File: config.mk
export PLATFORM = sky130hd
export DESIGN_NAME = cello_tt_vec_seq
export DESIGN_NICKNAME = d
export VERILOG_FILES = /design/src/rtl/cello_tt_pkg.sv /design/src/rtl/cello_tt_vec_seq.sv
export SDC_FILE = /design/constraint.sdc
export NUM_CORES = 1
export LEC_CHECK = 0
export CORE_AREA = 2 2 39 41
export CTS_BUF_LIST = sky130_fd_sc_hd__clkbuf_16
export DETAILED_ROUTE_END_ITERATION = 16
export DIE_AREA = 0 0 41 43
export PLACE_DENSITY = 0.65
export REMOVE_ABC_BUFFERS = 1
export SLEW_MARGIN = 20
export SYNTH_ARGS = -nofsm -noshare
export SYNTH_HDL_FRONTEND = slang
export SYNTH_SLANG_ARGS = --single-unit
File: constraint.sdc
create_clock -name clk -period 3.3 [get_ports clk]
set_input_delay 0.33 -clock clk [delete_from_list [all_inputs] [get_ports clk]]
set_output_delay 0.33 -clock clk [all_outputs]
set_load 0.02 [all_outputs]
File: src/rtl/cello_tt_pkg.sv
// Shared types and sizing helpers for the truth-table sweep checker.
// Any module that sizes itself from N_IN goes through these helpers, so widths cannot drift apart.
package cello_tt_pkg;

  typedef enum logic [1:0] {
    ST_IDLE,
    ST_SETTLE,
    ST_SAMPLE,
    ST_DONE
  } tt_state_e;

  // Truth-table width for a given input count.
  function automatic int tt_w(input int n_in);
    return 1 << n_in;
  endfunction

  // Mismatch-counter width; must be able to hold the value TT_W itself.
  function automatic int cnt_w(input int n_in);
    return $clog2((1 << n_in) + 1);
  endfunction

  function automatic int popcount(input logic [255:0] v);
    int c;
    c = 0;
    for (int i = 0; i < 256; i++) c += int'(v[i]);
    return c;
  endfunction

endpackage

File: src/rtl/cello_tt_vec_seq.sv
// Vector sequencer: walks idx through 0..TT_W-1.
// Each vector is held SETTLE cycles, then a one-cycle SAMPLE strobe fires.
module cello_tt_vec_seq
  import cello_tt_pkg::*;
#(
  parameter int N_IN   = 4,
  parameter int SETTLE = 2
) (
  input  logic            clk,
  input  logic            rst,
  input  logic            start,
  input  logic            abort,
  output tt_state_e       state,
  output logic [N_IN-1:0] idx,
  output logic            start_accept,
  output logic            sample_strobe,
  output logic            last
);
  localparam int              SC_W     = (SETTLE > 1) ? $clog2(SETTLE) : 1;
  localparam logic [SC_W-1:0] SC_LAST  = SC_W'(SETTLE - 1);
  localparam logic [N_IN-1:0] IDX_LAST = '1;

  tt_state_e       state_d;
  logic [N_IN-1:0] idx_d;
  logic [SC_W-1:0] cnt_q, cnt_d;

  // NOTE: sequential state uses non-blocking assignments only, so every
  // register sees pre-edge values regardless of process ordering.
  always_ff @(posedge clk or posedge rst) begin
    if (rst) begin
      state <= ST_IDLE;
      idx   <= '0;
      cnt_q <= '0;
    end else begin
      state <= state_d;
      idx   <= idx_d;
      cnt_q <= cnt_d;
    end
  end

  // NOTE: every output of this block gets a default first; a path that
  // skipped an assignment would otherwise infer a latch.
  always_comb begin
    state_d       = state;
    idx_d         = idx;
    cnt_d         = cnt_q;
    sample_strobe = 1'b0;
    start_accept  = start && (state == ST_IDLE || state == ST_DONE);
    last          = (idx == IDX_LAST);
    case (state)
      ST_IDLE, ST_DONE: begin
        if (start) begin
          state_d = ST_SETTLE;
          idx_d   = '0;
          cnt_d   = '0;
        end
      end
      ST_SETTLE: begin
        if (abort) begin
          state_d = ST_IDLE;
          idx_d   = '0;
          cnt_d   = '0;
        end else if (cnt_q == SC_LAST) begin
          state_d = ST_SAMPLE;
        end else begin
          cnt_d = cnt_q + 1'b1;
        end
      end
      ST_SAMPLE: begin
        if (abort) begin
          state_d = ST_IDLE;
          idx_d   = '0;
          cnt_d   = '0;
        end else begin
          sample_strobe = 1'b1;
          cnt_d         = '0;
          if (last) begin
            // Park dut_in at 0 so the final vector is not held past its window.
            state_d = ST_DONE;
            idx_d   = '0;
          end else begin
            state_d = ST_SETTLE;
            idx_d   = idx + 1'b1;
          end
        end
      end
      default: state_d = ST_IDLE;
    endcase
  end

endmodule

# Word level (Yosys, flattened, before mapping)
# Cells that the tools add are included.
[totals]
wordCells = 35
input_bits = 4
reg_bits = 7
[op_classes]
reduce_logical = 6
addsub = 2
n_eq_ne = 7
mux = 17
[ops]
columns = ["op", "count"]
rows = [
  ["4-bit 2-to-1 mux", 4],
  ["4-bit case mux with 3 select lines", 1],
  ["2-bit 2-to-1 mux", 5],
  ["2-bit case mux with 3 select lines", 1],
  ["1-bit 2-to-1 mux", 5],
  ["4-bit by 1-bit adder with 4-bit output (second input constant)", 1],
  ["2-bit equality test (second input constant)", 2],
  ["4-bit equality test (second input constant)", 1],
  ["2-bit != test (second input constant)", 2],
  ["2-bit AND reduction", 2],
  ["3-bit != test (second input constant)", 1],
  ["1-bit case mux with 3 select lines", 1],
  ["2-bit by 1-bit equality test with 1-bit output (second input constant)", 1],
  ["2-bit zero test", 1],
  ["2-bit OR reduction", 1],
  ["1-bit adder (second input constant)", 1],
  ["1-bit logical AND", 1],
  ["1-bit logical OR", 1],
]

# Depth between registers and ports, before layout
[depth]
depth_word = 4
mapped_depth = 6
mapped_depth_nobuf = 5

# Worst setup path after synthesis
# OpenSTA, ideal clock, no wires.
[synth_path]
kind = "register to register"
startpoint = "register state[0]"
endpoint = "register state[0]"
t_arrival_ns = 1.343
setup_time_ns = 0.126
required_time_ns = 3.174
slack_ns = 1.831
stages_incl_launch_ff = 6
synth_period_minus_slack_ns = 1.469
path_cell_list = "dfrtp_1 inv_1 ha_1 nor2b_1 nor2_1 o32a_1"
[synth_via]
elab_chain_len = 4
word_cells_on_any_way = 9
classes_between = "5 x eq/ne; 1 x mux; 3 x reduce/logical"
[synth_lines]
columns = ["element", "line", "source"]
rows = [
  ["start, declared", "cello_tt_vec_seq.sv:13", "output tt_state_e state,"],
  ["start signal, assigned", "cello_tt_vec_seq.sv:35", "state <= state_d;"],
  ["2-bit equality test or 2-bit zero test (tied branches)", "cello_tt_vec_seq.sv:50", "case (state)"],
  ["2-bit OR reduction", "cello_tt_vec_seq.sv:50", ""],
  ["2-bit != test (no line)", "-", ""],
  ["2-bit AND reduction (no line)", "-", ""],
]
# Parallel ways exist; a longest one is shown, timed or not.
# A chain may end at the register's enable or synchronous reset.

# Worst setup path in the final report
[layout_path]
startpoint = "register state[0]"
endpoint = "output sample_strobe"
[layout_via]
elab_chain_len = 2
[layout_lines]
columns = ["element", "line", "source"]
rows = [
  ["2-bit equality test", "cello_tt_vec_seq.sv:50", ""],
  ["1-bit 2-to-1 mux", "cello_tt_vec_seq.sv:50", ""],
  ["end, declared", "cello_tt_vec_seq.sv:16", "output logic sample_strobe,"],
]
# No other way between the ends.

==> implementation parameters <==
Parameter                              Value

Yosys
  Cell count after synthesis    43
  Proportion of synthesized chip area in sequential cells    39.2%
  Number of synthesized flops with an enable pin    0
  Unique cell type count in the Yosys netlist    25
  Register bit count reported by yosys    7
  Synth top area cells    sky130_fd_sc_hd__dfrtp_1 (39%), sky130_fd_sc_hd__ha_1 (8.4%), sky130_fd_sc_hd__o21ai_0 (5.6%)
  Number of warnings printed during yosys synthesis    0
  Portion of synthesized cell area occupied by the leading cell type    39.2%
  Synth async-reset ratio    100%
  Main flop type after synthesis    sky130_fd_sc_hd__dfrtp_1
  Largest area contributor in the netlist    sky130_fd_sc_hd__dfrtp_1
  Mean instance size in the synthesized netlist    10.4 um^2
  Combined area of all synthesized cells    447 um^2

Worst setup path
  Type of the setup path with the least slack    reg2out
  Top Family by Delay on Critical Path    buffers and inverters
  Endpoint arrival time on the critical path    1.87 ns
  Number of buffers and inverters on the critical path    2
  Slowest stage delay, CP    0.67 ns
  Worst setup SP type    flip-flop
  Critical Path End Type    output port
  Data required time at the worst endpoint    2.97 ns
  Cells traversed along the worst timing path    inv_1 > ha_1 > nor2b_2 > clkdlybuf4s50_1
  Slowest library cell on the worst path    sky130_fd_sc_hd__clkdlybuf4s50_1
  Largest driver fanout on the critical path    7

Route
  Wire length after detailed routing    1030 um
  Top layer reached by signal wires    met4
  Remaining routing DRC violations    0
  Met2 routed wirelength    513 um
  Via density    5.19
  Via count    384
  Met3 Routed Length    48 um
  Routed met1 length    455 um
  1st-iter DRT viols    10
  Number of nets with antenna violations after detailed routing    0
  Total iterations of the first detailed-routing run    4
  Routed len/inst    13.9 um

Die
  Core area    1380 um^2
  Initial core utilization    32.3%
  Area enclosed by the die boundary    1760 um^2
  Die H    43 um
  Top-Level Pins    13
  Num rows    14
  Die boundary width    41 um

Global routing
  Wire length of the first global-routing pass    1790 um
  Vias in the first global route    391
  Global route total overflow    0
  Maximum number of pins on one net before global-route repair    8
  GR Util All Layers    15.9%
  Antenna violations before repair    0

Cells and area
  Number of antenna diodes    0
  Layout area overhead    46.5%
  Final Net Count    66
  Final std cells w/o fill    74
  Fraction of final layout cells sized beyond drive strength 1    15.5%
  Filler instances    124

Place
  Routability cong.    0.717
  Total instance count after detailed placement    70
  Number of buffers added on ports    12
  Post-DP HPWL    701 um

Power and ir drop
  Cell Int Power    0.353 mW
  Static Leak    0.277 nW
  Comb power frac    38.2%
  Sequential cell fraction of total power    23.1%
  Pwr/cell area    805 nW/um^2
  Net load switching power    0.174 mW
  Switching portion of total power    33.0%
  Max rail drop VDD    0.000388 V
  Power share of the clock group    38.7%

Clock tree
  Clock Pin Slew Worst Setup and Hold Paths    0.04 ns
  Number of clock buffers inserted by TritonCTS    3
  Total clock sinks    7
  CTS Hold Buffers Added    0
  # H-tree levels    1
  # Post-CTS Setup Buffers    0
  TritonCTS clock tree    built
  Buffer type at the clock tree root    sky130_fd_sc_hd__clkbuf_16
  Latest clock arrival within the worst-skew pair    0.23 ns
  Max Root-Sink Buffers    2
  # resized after CTS    0

STA
  Post-Route Skew    0.00134 ns
  Final hold violations    0
  Normalized max-slew margin    74.5%
  Final Max Slew Viols    0
  Worst Max-Slew Pin Slew    0.381 ns
  Setup-failing EPs final    0
  Tmin final    2.20 ns
  Total Negative Setup Slacks    0 ns
  Max Clock Freq    455 MHz
  Share of the clock period used by the worst path    66.5%
  RSZ-0062 raised after global routing    no

Job
  Number of max-capacitance violations reported    0

Worst hold path
  Hold/Removal Path Class    in2async

Outcome
  Result of the run    finished clean
==> power groups by stage <==
stage          Combinational [mW]  Clock (mW)  Sequential [mW]
2_1_floorplan               0.120           0            0.134
3_3_place_gp                0.198           0            0.122
3_5_place_dp                0.198           0            0.123
4_1_cts                     0.202       0.209            0.122
5_1_grt                     0.222       0.214            0.125
6_report                    0.201       0.204            0.122
==> placed cells by master, fill, tap and decap left out, drive strengths merged, types with 2 or more instances in the layout <==
cell           instances
nand3                  2
o31ai                  2
nor3b                  2
nor2b                  3
nand2b                 2
dfrtp                  7
o21ai                  5
inv                    5
clkdlybuf4s50         12
clkbuf                 3
nand2                  2
ha                     3
==> kinds of logic after synthesis <==
logic type / count (synthesis) / share of synthesized area, %
flip-flops: 7 / 39.2
adder cells (fa/ha/maj): 3 / 8.40
buffers and inverters: 5 / 5.88
AND/OR/NAND/NOR: 16 / 25.5
AO/OA/AOI/OAI: 12 / 21.0
==> registers in the layout (all words and copies together), names as in the netlist <==
name   flops
idx        4
state      2
cnt_q      1
==> through the flow <==
stage                     cell area [um^2]  utilization (%)  hold WS (ns)  power [mW]  setup WS [ns]
after global routing                   654             47.3         0.400       0.561           1.01
after detailed placement               576             41.6         0.533       0.321           1.15
after floorplan                        435                -         0.133       0.255           1.76
final                                  654             47.3         0.337       0.527           1.10
after CTS                              654             47.3         0.352       0.532           1.10
after global placement                 576             41.6         0.510       0.321           1.17
==> synthesized netlist by cell type, types with 2 or more instances <==
library cell,n
sky130_fd_sc_hd__nor2b_1,2
sky130_fd_sc_hd__nand2_1,2
sky130_fd_sc_hd__dfrtp_1,7
sky130_fd_sc_hd__o21ai_0,5
sky130_fd_sc_hd__nor3b_1,2
sky130_fd_sc_hd__ha_1,3
sky130_fd_sc_hd__inv_1,4
==> final cells by class <==
class / count / area (um^2) / area share [%]
clock buffers: 3 / 75.1 / 11.5
clock inverters: 1 / 3.75 / 0.574
inverters: 4 / 15.0 / 2.29
multi-input cells: 31 / 245 / 37.5
flip-flops and latches: 7 / 175 / 26.8
well taps: 16 / 20.0 / 3.06
repair buffers: 12 / 120 / 18.4
==> routing by layer <==
layer | vias up | GRT usage [%]
li1 | 190 | -
met1 | 177 | 20.5
met2 | 15 | 21.3
met3 | 2 | 4.71
met4 | 0 | 12.0
met5 | - | 0
==> worst paths after layout <==
kind | start | end | slack, ns | cells past startpoint
min | rst | cnt_q$_DFFE_PP0P_ | 0.34 | 2
max in group asynchronous | rst | idx[3]$_DFFE_PP0P_ | 2.74 | 2
min reg2reg | cnt_q$_DFFE_PP0P_ | cnt_q$_DFFE_PP0P_ | 0.53 | 1
max reg2reg | state[0]$_DFFE_PP0P_ | state[0]$_DFFE_PP0P_ | 1.71 | 5
max | state[0]$_DFFE_PP0P_ | sample_strobe | 1.10 | 4
min in group clk | cnt_q$_DFFE_PP0P_ | cnt_q$_DFFE_PP0P_ | 0.53 | 1
(Power assumes the default switching activity.)
